===== config.mk =====
export PLATFORM = sky130hd
export DESIGN_NAME = hmr_recovery_scheduler
export DESIGN_NICKNAME = d
export VERILOG_FILES = /design/src/rtl/rapid_recovery_pkg.sv /design/src/rtl/hmr_rr_picker.sv /design/src/rtl/hmr_recovery_scheduler.sv
export SDC_FILE = /design/constraint.sdc
export NUM_CORES = 1
export LEC_CHECK = 0
export CAP_MARGIN = 15
export CORE_AREA = 5 5 64 109
export CTS_BUF_LIST = sky130_fd_sc_hd__clkbuf_2 sky130_fd_sc_hd__clkbuf_4 sky130_fd_sc_hd__clkbuf_8
export DETAILED_ROUTE_END_ITERATION = 10
export DIE_AREA = 0 0 69 114
export GPL_TIMING_DRIVEN = 1
export PLACE_DENSITY = 0.7
export SYNTH_ARGS = -nofsm -noshare
export SYNTH_HDL_FRONTEND = slang
export SYNTH_HIERARCHICAL = 1
export SYNTH_SLANG_ARGS = --single-unit

===== constraint.sdc =====
create_clock -name clk_i -period 7 [get_ports clk_i]
set_input_delay 0.7 -clock clk_i [delete_from_list [all_inputs] [get_ports clk_i]]
set_output_delay 0.7 -clock clk_i [all_outputs]
set_load 0.01 [all_outputs]

===== src/rtl/rapid_recovery_pkg.sv =====
`default_nettype none
// ============================================================================
// Module      : rapid_recovery_pkg
// Description : Shared types and helpers for the HMR rapid-recovery scheduler.
//               Holds the scheduler FSM state encoding and a modulo helper
//               used by the round-robin picker and the pointer update.
// Revision    : 1.0 - initial release
// ============================================================================
package rapid_recovery_pkg;

    // Scheduler FSM states. Encoding is fixed so waveforms read consistently.
    typedef enum logic [1:0] {
        RR_IDLE  = 2'd0,
        RR_START = 2'd1,
        RR_WAIT  = 2'd2,
        RR_DONE  = 2'd3
    } rr_state_e;

    // Single-step modulo wrap for a value known to be below 2*n.
    // Avoids a full divider for non-power-of-two group counts.
    function automatic int rr_wrap(input int a, input int n);
        return (a >= n) ? (a - n) : a;
    endfunction

endpackage : rapid_recovery_pkg
`default_nettype wire


===== src/rtl/hmr_rr_picker.sv =====
`default_nettype none
// ============================================================================
// Module      : hmr_rr_picker
// Description : Round-robin selector. Rotates the eligible vector so that the
//               pointer position lands on bit 0, finds the first set bit of the
//               rotated vector, then un-rotates that offset back into a group
//               index. Purely combinational.
// Ports       : eligible_i - candidate groups (one bit per group)
//               ptr_i      - group with highest priority this round
//               valid_o    - at least one candidate present
//               idx_o      - selected group index (0 when valid_o is low)
// Revision    : 1.0 - initial release
// ============================================================================
module hmr_rr_picker
    import rapid_recovery_pkg::*;
#(
    parameter int NumGroups = 4
) (
    input  logic [NumGroups-1:0]         eligible_i,
    input  logic [$clog2(NumGroups)-1:0] ptr_i,
    output logic                         valid_o,
    output logic [$clog2(NumGroups)-1:0] idx_o
);

    localparam int c_ID_W = $clog2(NumGroups);

    logic [NumGroups-1:0] w_rot;
    logic [c_ID_W-1:0]    w_src;
    logic [c_ID_W-1:0]    w_off;

    // Rotate right by the pointer: w_rot[j] is group (ptr + j) mod NumGroups.
    always_comb begin
        w_rot = '0;
        w_src = '0;
        for (int j = 0; j < NumGroups; j++) begin
            w_src    = c_ID_W'(rr_wrap(j + int'(ptr_i), NumGroups));
            w_rot[j] = eligible_i[w_src];
        end
    end

    // Distance from the pointer to the first candidate: scanning downward
    // leaves the lowest set position as the final assignment.
    always_comb begin
        w_off = '0;
        for (int j = NumGroups - 1; j >= 0; j--) begin
            if (w_rot[j]) begin
                w_off = c_ID_W'(j);
            end
        end
    end

    assign valid_o = |eligible_i;
    assign idx_o   = valid_o ? c_ID_W'(rr_wrap(int'(ptr_i) + int'(w_off), NumGroups))
                             : '0;

endmodule : hmr_rr_picker
`default_nettype wire


===== src/rtl/hmr_recovery_scheduler.sv =====
`default_nettype none
// ============================================================================
// Module      : hmr_recovery_scheduler
// Description : Shares one rapid-recovery controller among NumGroups core
//               groups. Records per-group requests, picks a group round-robin,
//               routes the controller to it, and waits for completion or a
//               timeout. Groups that time out are marked faulty and ignored
//               until a global clear.
// Ports       : clk_i               - clock
//               rst_ni              - asynchronous active-low reset
//               req_i               - per-group recovery request
//               enable_i            - per-group arbitration mask
//               clear_fault_i       - pulse clearing all sticky faults
//               grant_o             - one-hot routing select
//               start_recovery_o    - one-cycle start pulse to the controller
//               recovery_finished_i - completion pulse from the controller
//               busy_o              - FSM not idle
//               active_id_o         - granted group index (0 when idle)
//               timeout_o           - one-cycle pulse on abandoned recovery
//               fault_o             - sticky per-group timeout flags
//               recovery_count_o    - saturating completed-recovery count
// Revision    : 1.0 - initial release
// ============================================================================
module hmr_recovery_scheduler
    import rapid_recovery_pkg::*;
#(
    parameter int NumGroups     = 4,
    parameter int TimeoutCycles = 1024,
    parameter int CntWidth      = 16
) (
    input  logic                         clk_i,
    input  logic                         rst_ni,
    input  logic [NumGroups-1:0]         req_i,
    input  logic [NumGroups-1:0]         enable_i,
    input  logic                         clear_fault_i,
    output logic [NumGroups-1:0]         grant_o,
    output logic                         start_recovery_o,
    input  logic                         recovery_finished_i,
    output logic                         busy_o,
    output logic [$clog2(NumGroups)-1:0] active_id_o,
    output logic                         timeout_o,
    output logic [NumGroups-1:0]         fault_o,
    output logic [CntWidth-1:0]          recovery_count_o
);

    localparam int                c_ID_W     = $clog2(NumGroups);
    localparam int                c_TMR_W    = $clog2(TimeoutCycles);
    localparam logic [c_TMR_W-1:0] c_TMR_LAST = c_TMR_W'(TimeoutCycles - 1);

    rr_state_e            r_state;
    rr_state_e            w_state_next;

    logic [NumGroups-1:0] r_pending;
    logic [NumGroups-1:0] r_fault;
    logic [c_ID_W-1:0]    r_active_id;
    logic [c_ID_W-1:0]    r_rr_ptr;
    logic [c_TMR_W-1:0]   r_timer;
    logic [CntWidth-1:0]  r_count;

    logic [NumGroups-1:0] w_req_valid;
    logic [NumGroups-1:0] w_eligible;
    logic [NumGroups-1:0] w_active_oh;
    logic [NumGroups-1:0] w_done_clr;
    logic [NumGroups-1:0] w_timeout_set;
    logic [NumGroups-1:0] w_pending_next;
    logic [NumGroups-1:0] w_fault_next;
    logic [NumGroups-1:0] w_grant;
    logic [c_ID_W-1:0]    w_pick_idx;
    logic [c_ID_W-1:0]    w_next_ptr;
    logic                 w_pick_valid;
    logic                 w_start;
    logic                 w_timeout;
    logic                 w_finish_ok;
    logic                 w_busy;

    // ------------------------------------------------------------------------
    // Request bookkeeping
    // ------------------------------------------------------------------------
    // Recorded requests exclude faulted groups. Arbitration also looks at the
    // live request so a request in IDLE starts on the very next cycle.
    assign w_req_valid = req_i & enable_i & ~r_fault;
    assign w_eligible  = (r_pending | (req_i & enable_i)) & ~r_fault;
    assign w_active_oh = NumGroups'(1) << r_active_id;

    // The served bit is cleared in DONE, but a request arriving in the same
    // cycle re-sets it (set has priority). Faulted groups lose pending bits.
    assign w_done_clr     = (r_state == RR_DONE) ? w_active_oh : '0;
    assign w_pending_next = ((r_pending & ~w_done_clr) | w_req_valid) & ~r_fault;

    // Global clear beats a timeout that lands in the same cycle.
    assign w_timeout_set = w_timeout ? w_active_oh : '0;
    assign w_fault_next  = clear_fault_i ? '0 : (r_fault | w_timeout_set);

    assign w_next_ptr = c_ID_W'(rr_wrap(int'(r_active_id) + 1, NumGroups));

    hmr_rr_picker #(
        .NumGroups (NumGroups)
    ) u_picker (
        .eligible_i (w_eligible),
        .ptr_i      (r_rr_ptr),
        .valid_o    (w_pick_valid),
        .idx_o      (w_pick_idx)
    );

    // ------------------------------------------------------------------------
    // FSM
    // ------------------------------------------------------------------------
    always_ff @(posedge clk_i or negedge rst_ni) begin
        if (!rst_ni) begin
            r_state <= RR_IDLE;
        end else begin
            r_state <= w_state_next;
        end
    end

    always_comb begin
        w_state_next = r_state;
        w_start      = 1'b0;
        w_grant      = '0;
        w_timeout    = 1'b0;
        w_finish_ok  = 1'b0;
        case (r_state)
            RR_IDLE: begin
                if (w_pick_valid) begin
                    w_state_next = RR_START;
                end
            end
            RR_START: begin
                w_start      = 1'b1;
                w_grant      = w_active_oh;
                w_state_next = RR_WAIT;
            end
            RR_WAIT: begin
                w_grant = w_active_oh;
                // Completion wins over a coinciding timeout.
                if (recovery_finished_i) begin
                    w_finish_ok  = 1'b1;
                    w_state_next = RR_DONE;
                end else if (r_timer == c_TMR_LAST) begin
                    w_timeout    = 1'b1;
                    w_state_next = RR_DONE;
                end
            end
            RR_DONE: begin
                w_state_next = RR_IDLE;
            end
            default: begin
                w_state_next = RR_IDLE;
            end
        endcase
    end

    // ------------------------------------------------------------------------
    // Datapath registers
    // ------------------------------------------------------------------------
    always_ff @(posedge clk_i or negedge rst_ni) begin
        if (!rst_ni) begin
            r_pending   <= '0;
            r_fault     <= '0;
            r_active_id <= '0;
            r_rr_ptr    <= '0;
            r_timer     <= '0;
            r_count     <= '0;
        end else begin
            r_pending <= w_pending_next;
            r_fault   <= w_fault_next;

            if ((r_state == RR_IDLE) && w_pick_valid) begin
                r_active_id <= w_pick_idx;
            end

            if (r_state == RR_DONE) begin
                r_rr_ptr <= w_next_ptr;
            end

            if (r_state == RR_WAIT) begin
                r_timer <= r_timer + c_TMR_W'(1);
            end else if (r_state == RR_DONE) begin
                r_timer <= '0;
            end

            if (w_finish_ok && (r_count != '1)) begin
                r_count <= r_count + CntWidth'(1);
            end
        end
    end

    // ------------------------------------------------------------------------
    // Outputs
    // ------------------------------------------------------------------------
    assign w_busy           = (r_state != RR_IDLE);
    assign busy_o           = w_busy;
    assign grant_o          = w_grant;
    assign start_recovery_o = w_start;
    assign active_id_o      = w_busy ? r_active_id : '0;
    assign timeout_o        = w_timeout;
    assign fault_o          = r_fault;
    assign recovery_count_o = r_count;

endmodule : hmr_recovery_scheduler
`default_nettype wire


==> reports/results.ini, run 1 <==
[timing]
setup_slack_ns=3.95
fmax_mhz=328
setup-violations-final=0
fin_skew_ns=0.00719
rsz0062_at_grt=false
slew_headroom_pct=40.9
hold_viol=0
timing.final.crit_share_pct=43.6
finalSetupTns_ns=0
fin_crit_ns=3.05
tightest_slew_ns=0.887
finalMaxSlewViolations=0

[clocking]
ctsResizeCount=0
clock_latency_ns=0.29
cts_setup_buffers=0
clk_pin_slew_ns=0.08
clock_path_buffers=2
hold_buffers=0
h-tree-depth=2
numCtsBuffers=5
clock-sinks=40
cts_root_buffer=clkbuf_8
cts_tree=done

[global_route]
grt_max_degree=41
grt_pass1_vias=1828
grt_pass1_wl_um=8650
grt_usage_pct=13.5
overflow=0
antenna_found_initial=0

[synth]
synth_top_flop_cell=dfrtp_1
syn_area_um2=2290
yosysSeqAreaShare_pct=43.6
ys_top_cells_by_area=dfrtp_1 44%, ha_1 6.0%, xor2_1 4.2%
synthArstFlopShare_pct=100
yosys.area.top_type=dfrtp_1
netlist_top_cells_count=40 x dfrtp_1, 17 x nand2_1, 12 x inv_1, 12 x nor2_1
synth_cell_types=52
synth_cells=216
yosys_warnings=6
avgSynthCellArea_um2=10.6
yosysTopAreaCellShare_pct=43.6
synth_edf_count=0
synth.most_common_cell=dfrtp_1
syn_nets=239
synth_seq_cells=40

[power]
power.density_nw_per_um2=329
p_leak_nw=1.27
power_uw=945
worst_ir_drop_vdd_v=0.000187

[outcome]
status=completed

[critical_path]
reg2reg_depth=11
start_kind=input port
end_kind=flip-flop
r2r-start=fault_o[2]
crit_arrival_ns=3.28
r2r_slack_ns=4.47
crit_type=in2reg
timing.rr.end=r_active_id[1]
critPathRequiredTime_ns=7.23
crit_fanout=6

[floorplanning]
io-pin-count=41
dieArea_um2=7870
die_w_um=69
die_y_um=114
core-area_um2=6090
rows=38
start_util_pct=37.7

[placement]
place_congestion=0.831
port_buffers=40
hpwlAfterDp_um=3810
pre_cts_ws_ns=3.68

[final_layout]
fillers=597
final_util_pct=47.2
drive_gt1_share_pct=10.8
area_growth_pct=25.1
final_net_count=282
antennaDiodeCount=0

[route]
drt-initial-drc-count=91
drc_errors=0
ant_nets=0
dr.pass1.iters=4
wl_per_cell_um=14.6
num_vias=1768
via_per_inst=5.20
routed_wl_um=4950

[worst_hold_path]
holdPathStages=1
worstHoldStart=fault_o[0]
min_to=r_pending[0]
min_path_type=reg2reg

[job]
maxCapViolCount=0

cells by family (layout without fill, tap and decap cells):
family | count (synthesis) | after routing | synth area share (%)
fa+ha+maj | 11 | 11 | 6.00
buf+inv | 16 | 60 | 3.33
compound gates | 43 | 43 | 14.8
xor+xnor | 18 | 18 | 6.87
simple gates | 80 | 80 | 21.5
mux | 8 | 8 | 3.93
flops | 40 | 40 | 43.6
where the power goes:
group / switching [mW] / internal (mW) / total (mW)
Clock: 0.0820 / 0.105 / 0.187
Sequential: 0.0618 / 0.282 / 0.344
Combinational: 0.201 / 0.212 / 0.413
worst max-delay path: stages:
cell             delay, ns
clkdlybuf4s50_1       0.48
a21oi_1               0.08
nor2_1                0.21
inv_1                 0.17
a22o_2                0.29
a32o_1                0.19
o21a_1                0.16
ha_1                  0.18
xor2_1                0.19
nand2b_1              0.09
a311oi_1              0.24
o21bai_1              0.14
mux2_2                0.15
cell type report:
class,instances,area (µm²),area share (%)
Clock inverter,3,42.5,1.48
Multi-Input combinational cell,160,1220,42.4
Inverter,12,45.0,1.57
Tap cell,80,100,3.49
Clock buffer,5,68.8,2.40
Timing Repair Buffer,40,395,13.8
Sequential cell,40,1000,34.9
per-stage QoR:
step / hold WS [ns] / std cells / cell area, µm²
after global placement: 0.478 / 332 / 2760
after CTS: 0.502 / 340 / 2870
after detailed placement: 0.487 / 332 / 2760
after global routing: 0.527 / 340 / 2870
final: 0.496 / 340 / 2870
after floorplan: 0.404 / 216 / 2290
worst max path at each step:
stage	cells past startpoint	slack, ns	endpoint	start
after floorplan	12	4.38	r_active_id[1]	req_i[2]
after global placement	13	3.79	r_active_id[1]	req_i[2]
after detailed placement	13	3.68	r_active_id[1]	enable_i[2]
after CTS	13	3.98	r_active_id[1]	enable_i[2]
after global routing	13	3.63	r_active_id[1]	enable_i[2]
final	13	3.95	r_active_id[1]	enable_i[2]
placed cells by master (no fill, tap or decap), types with 5 or more instances in the layout:
cell / n
nand3_1: 10
xnor2_1: 7
nand2_1: 17
inv_1: 12
a22o_1: 10
nor2_1: 12
and2_1: 6
a311oi_1: 5
ha_1: 11
a21oi_1: 6
and3_1: 6
clkdlybuf4s50_1: 39
xor2_1: 11
dfrtp_1: 40
mux2_2: 8
clkbuf_8: 5
flip-flops by register name, indices dropped and copies added (netlist names):
signal            cells
fault_o               4
r_active_id           2
r_pending             4
r_rr_ptr              2
r_state               2
r_timer              10
recovery_count_o     16
per-layer routing:
metal | up-vias | track usage [%] | part of all wire, %
li1 | 872 | - | -
met4 | 0 | 6.91 | 3.4
met2 | 43 | 24.3 | 53
met3 | 14 | 2.82 | 3.3
met5 | - | 0 | 0
met1 | 839 | 14.8 | 40
Note: power is estimated with default switching activity, not from simulation.
==> run 2: changes to the inputs <==
--- a/config.mk
+++ b/config.mk
@@ -11,7 +11,7 @@
 export DETAILED_ROUTE_END_ITERATION = 10
 export DIE_AREA = 0 0 69 114
 export GPL_TIMING_DRIVEN = 1
-export PLACE_DENSITY = 0.7
+export PLACE_DENSITY = 0.72
 export SYNTH_ARGS = -nofsm -noshare
 export SYNTH_HDL_FRONTEND = slang
 export SYNTH_HIERARCHICAL = 1
==> constraint.sdc (replaced) <==
create_clock -name clk_i -period 2.5 [get_ports clk_i]
set_input_delay 0.25 -clock clk_i [delete_from_list [all_inputs] [get_ports clk_i]]
set_output_delay 0.25 -clock clk_i [all_outputs]
set_load 0.01 [all_outputs]
==> reports/results.ini, run 2 (synthesized netlist as in run 1, its figures left out) <==
[timing]
timing.final.crit_share_pct=94.1
fin_crit_ns=2.35
hold_viol=0  ; unchanged
tightest_slew_ns=0.882  ; -0.00506 ns
slew_headroom_pct=41.2  ; +0.34 points
finalMaxSlewViolations=0  ; unchanged
fin_skew_ns=0.0153  ; +0.00807 ns
rsz0062_at_grt=true
setup-violations-final=0  ; unchanged
fmax_mhz=425
finalSetupTns_ns=0  ; unchanged
hold_slack_ns=0.0641  ; -0.432 ns
setup_slack_ns=0.147  ; -3.80 ns

[floorplanning]
die_w_um=69  ; unchanged
core-area_um2=6090  ; unchanged
start_util_pct=37.7  ; unchanged
dieArea_um2=7870  ; unchanged
io-pin-count=41  ; unchanged
die_y_um=114  ; unchanged
rows=38  ; unchanged

[clocking]
clk_pin_slew_ns=0.09  ; about the same
h-tree-depth=2  ; unchanged
clock_latency_ns=0.30  ; about the same
cts_setup_buffers=0  ; unchanged
clock-sinks=40  ; unchanged
cts_tree=done
clock_path_buffers=2  ; unchanged
hold_buffers=0  ; unchanged
cts_root_buffer=clkbuf_8
numCtsBuffers=5  ; unchanged

[placement]
pre_cts_ws_ns=-0.202  ; -3.88 ns
hpwlAfterDp_um=3890  ; +2.2%
placed_area_um2=2830  ; +2.4%
dpl.cell_count=341  ; +2.7%
port_buffers=40  ; unchanged
place_congestion=0.846  ; +1.8%

[final_layout]
design_area_um2=2930  ; +2.0%
largest_reg_flops=16  ; unchanged
antennaDiodeCount=0  ; unchanged
drive_gt1_share_pct=15.2  ; +4.5 points
final_cell_mix=40 x dfrtp_1, 39 x clkdlybuf4s50_1, 17 x nand2_1, 12 x inv_1
final_cells=349  ; +2.6%
final_util_pct=48.1  ; +0.97 points
area_growth_pct=27.6
final_net_count=291  ; +3.2%
fillers=601  ; +0.67%
final_common_cell=dfrtp_1

[route]
drt-initial-drc-count=95  ; +4.4%
dr.pass1.iters=4  ; unchanged
num_vias=1867  ; +5.6%
wl_per_cell_um=14.8  ; +1.5%
via_per_inst=5.35  ; +2.9%
drc_errors=0  ; unchanged
routed_wl_um=5160  ; +4.2%
ant_nets=0  ; unchanged

[critical_path]
reg2reg_depth=11  ; unchanged
cp_slowest_cell=clkdlybuf4s50_1
end_kind=flip-flop
r2r_slack_ns=0.24  ; -4.23 ns
path_cells=clkdlybuf4s50_1 -> a21oi_1 -> nor2_2 -> inv_1 -> a22o_2 -> a32o_1 -> o21a_1 -> ha_1 -> xor2_2 -> nand2b_1 -> a311oi_1 -> o21bai_1 -> mux2_2
crit_family=compound AO/OA/AOI/OAI gates
r2r-start=fault_o[2]
crit_type=in2reg
path_depth=13  ; unchanged
crit_fanout=3  ; -3
crit_buf_inv=2  ; unchanged
crit_arrival_ns=2.54  ; -0.74 ns
critPathRequiredTime_ns=2.69  ; -4.54 ns
critPathMaxStageDelay_ns=0.49  ; about the same
start_kind=input port
timing.rr.end=r_active_id[1]

[global_route]
grt_max_degree=41  ; unchanged
grt_usage_pct=13.8  ; +0.28 points
overflow=0  ; unchanged
grt_pass1_wl_um=8870  ; +2.5%
antenna_found_initial=0  ; unchanged
grt_pass1_vias=1951  ; +6.7%

[power]
power_mw=2.63  ; +180%
p_leak_nw=1.31  ; +2.9%
worst_ir_drop_vdd_v=0.000495  ; +160%
power.density_nw_per_um2=899  ; +170%

[outcome]
status=completed

[worst_hold_path]
min_path_type=in2async

[job]
maxCapViolCount=0  ; unchanged

==> run 2: metal layers <==
layer	GRT usage (%)	routed length, µm	part of all wire [%]	vias up
li1	-	-	-	888
met1	14.9	2070	40	917
met2	25.1	2710	53	51
met3	2.73	206	4.0	11
met4	7.17	163	3.2	0
met5	0	0	0	-
==> run 2: power by group <==
group / switching (mW) / internal [mW]
combinational: 0.581 / 0.651
sequential: 0.176 / 0.791
clock: 0.240 / 0.195
total: 0.997 / 1.64
==> run 2: how the worst max path moves through the flow <==
stage / slack, ns / start / endpoint
2_1_floorplan: 0.20 / fault_o[2] / r_active_id[1]
6_report: 0.15 / req_i[2] / r_active_id[1]
5_1_grt: -0.06 / req_i[2] / r_active_id[1]
3_3_place_gp: -0.13 / req_i[2] / r_active_id[1]
3_5_place_dp: -0.20 / req_i[2] / r_active_id[1]
4_1_cts: 0.08 / r_state[0] / timeout_o
==> run 2: timing repair <==
item / CTS / global route
endpoints found under the hold margin: 0 / 0
setup endpoints to repair: 0 / 2
resized for setup: 0 / 4
==> run 2: area by class of cell <==
class                   count  area, µm²  area share [%]
clock buffers               5       68.8            2.35
repair buffers             49        463            15.8
multi-input cells         160       1230            42.1
well taps                  80        100            3.42
flip-flops and latches     40       1000            34.2
inverters                  12       45.0            1.54
clock inverters             3       18.8           0.641
==> run 2: worst reg2reg max path, delay by kind of cell, from the launching register on <==
kind	cells	cell delay, ns
buf+inv	1	0.07
compound gates	5	0.80
simple gates	2	0.25
xor+xnor	1	0.15
flops	1	0.43
mux	1	0.25
fa+ha+maj	1	0.20
==> run 3: changes to the inputs <==
==> constraint.sdc (replaced) <==
create_clock -name clk_i -period 2.5 [get_ports clk_i]
set_input_delay 0.25 -clock clk_i [delete_from_list [all_inputs] [get_ports clk_i]]
set_output_delay 0.25 -clock clk_i [all_outputs]
set_load 0.1 [all_outputs]
==> reports/results.ini, run 3 (synthesized netlist as in run 1, its figures left out) <==
[route]
dr.pass1.iters=4  ; unchanged
routed_wl_um=5300  ; +2.8%
drc_errors=0  ; unchanged
wl_per_cell_um=15.2  ; +2.8%
drt-initial-drc-count=112  ; +18%
ant_nets=0  ; unchanged
num_vias=1837  ; -1.6%
via_per_inst=5.26  ; -1.6%

[critical_path]
crit_fanout=3  ; unchanged
r2r-start=fault_o[2]
start_kind=input port
startpoint=req_i[2]
critPathRequiredTime_ns=2.74  ; +0.05 ns
end_kind=flip-flop
timing.rr.end=r_active_id[1]
reg2reg_depth=11  ; unchanged
crit_arrival_ns=2.64  ; +0.10 ns
path_cells=clkdlybuf4s50_1 -> a21oi_1 -> nor2_2 -> inv_1 -> a22o_2 -> a32o_1 -> o21a_1 -> ha_1 -> xor2_1 -> nand2b_1 -> a311oi_1 -> o21bai_1 -> mux2_2
r2r_slack_ns=0.14  ; -0.10 ns
critPathMaxStageDelay_ns=0.48  ; about the same
cp_slowest_cell=clkdlybuf4s50_1
crit_type=in2reg
crit_end=r_active_id[1]

[final_layout]
seqCellArea_um2=1010  ; +0.75%
drive_gt1_share_pct=26.8  ; +12 points
final_common_cell=buf_4
antennaDiodeCount=0  ; unchanged
final_cell_mix=38 x buf_4, 36 x dfrtp_1, 17 x nand2_1, 12 x inv_1
fillers=609  ; +1.3%
final_util_pct=47.1  ; -1.0 points
largest_reg_flops=16  ; unchanged
final_net_count=292  ; +0.34%
multi_input_area_um2=1220  ; -0.81%
area_growth_pct=25.0
design_area_um2=2870  ; -2.1%

[timing]
finalMaxSlewViolations=0  ; unchanged
fmax_mhz=416  ; -2.1%
timing.final.crit_share_pct=96.1  ; +2.0 points
finalSetupTns_ns=0  ; unchanged
hold_slack_ns=-0.00984  ; -0.0739 ns
fin_crit_ns=2.40  ; +0.0503 ns
setup-violations-final=0  ; unchanged
fin_skew_ns=0.00613  ; -0.00914 ns
tightest_slew_ns=0.685  ; -0.197 ns
slew_headroom_pct=54.4  ; +13 points
hold_viol=28  ; +28

[power]
power.density_nw_per_um2=1180  ; +31%
worst_ir_drop_vdd_v=0.000812  ; +64%
p_leak_nw=1.35  ; +3.1%

[outcome]
status=finished, violations left
violations=hold timing

[global_route]
grt_pass1_vias=1886  ; -3.3%
grt_pass1_wl_um=9030  ; +1.9%
overflow=0  ; unchanged
grt_max_degree=30  ; -27%
antenna_found_initial=0  ; unchanged
grt_usage_pct=14.2  ; +0.39 points

[floorplanning]
start_util_pct=37.7  ; unchanged
die_w_um=69  ; unchanged
core-area_um2=6090  ; unchanged
dieArea_um2=7870  ; unchanged
io-pin-count=41  ; unchanged
die_y_um=114  ; unchanged
rows=38  ; unchanged

[placement]
hpwlAfterDp_um=3980  ; +2.2%
placed_area_um2=2770  ; -2.0%
port_buffers=40  ; unchanged
place_congestion=0.799  ; -5.6%

[clocking]
h-tree-depth=2  ; unchanged
clock_latency_ns=0.30  ; about the same
clk_pin_slew_ns=0.08  ; about the same
clock_path_buffers=2  ; unchanged
hold_buffers=0  ; unchanged
numCtsBuffers=5  ; unchanged
cts_root_buffer=clkbuf_8
clock-sinks=40  ; unchanged
cts_tree=done

[worst_hold_path]
min_path_type=in2async

[job]
maxCapViolCount=0  ; unchanged

-- run 3: cell type report --
class / count / share of cell area (%)
inverter: 12 / 1.57
timing repair buffer: 50 / 14.3
clock inverter: 1 / 0.175
multi-input combinational: 160 / 42.6
sequential: 40 / 35.2
clock buffer: 6 / 2.66
tap: 80 / 3.49
-- run 3: routing by layer --
| metal | up-vias | wire, µm | global-route usage, % |
|---|---|---|---|
| met5 | - | 0 | 0 |
| li1 | 886 | - | - |
| met3 | 8 | 174 | 3.00 |
| met2 | 31 | 2960 | 26.3 |
| met4 | 0 | 120 | 6.65 |
| met1 | 912 | 2040 | 15.1 |
-- run 3: critical path: cells and delay by family --
| kind | cells | cell delay (ns) |
|---|---|---|
| compound gates | 6 | 1.08 |
| buf+inv | 2 | 0.55 |
| simple gates | 2 | 0.24 |
| xor+xnor | 1 | 0.20 |
| fa+ha+maj | 1 | 0.18 |
| mux | 1 | 0.15 |
-- run 3: how the worst min path moves through the flow --
stage / end / start / depth (start not counted) / slack (ns)
finish: recovery_count_o[9] / rst_ni / 1 / -0.01
global route: recovery_count_o[9] / rst_ni / 1 / 0.04
CTS: recovery_count_o[13] / rst_ni / 1 / 0.01
detailed placement: recovery_count_o[9] / rst_ni / 1 / 0.34
global placement: recovery_count_o[9] / rst_ni / 1 / 0.33
floorplan: fault_o[0] / rst_ni / 0 / -0.05
-- run 3: through the flow --
step           setup WS [ns]  instances  power, mW
2_1_floorplan         0.0132        216       2.47
3_3_place_gp          -0.115        340       2.91
3_5_place_dp          -0.171        340       2.95
4_1_cts                0.113        347       3.38
5_1_grt              -0.0358        349       3.58
6_report              0.0968        349       3.39
-- run 3: repair_timing --
item,4_1_cts,5_1_grt
setup endpoints to repair,0,1
gates resized for setup,0,1
buffers inserted,0,2
-- run 3: power breakdown --
group,switching (mW),internal [mW]
registers,0.178,0.791
clock network,0.226,0.201
logic,1.37,0.625
total,1.77,1.62
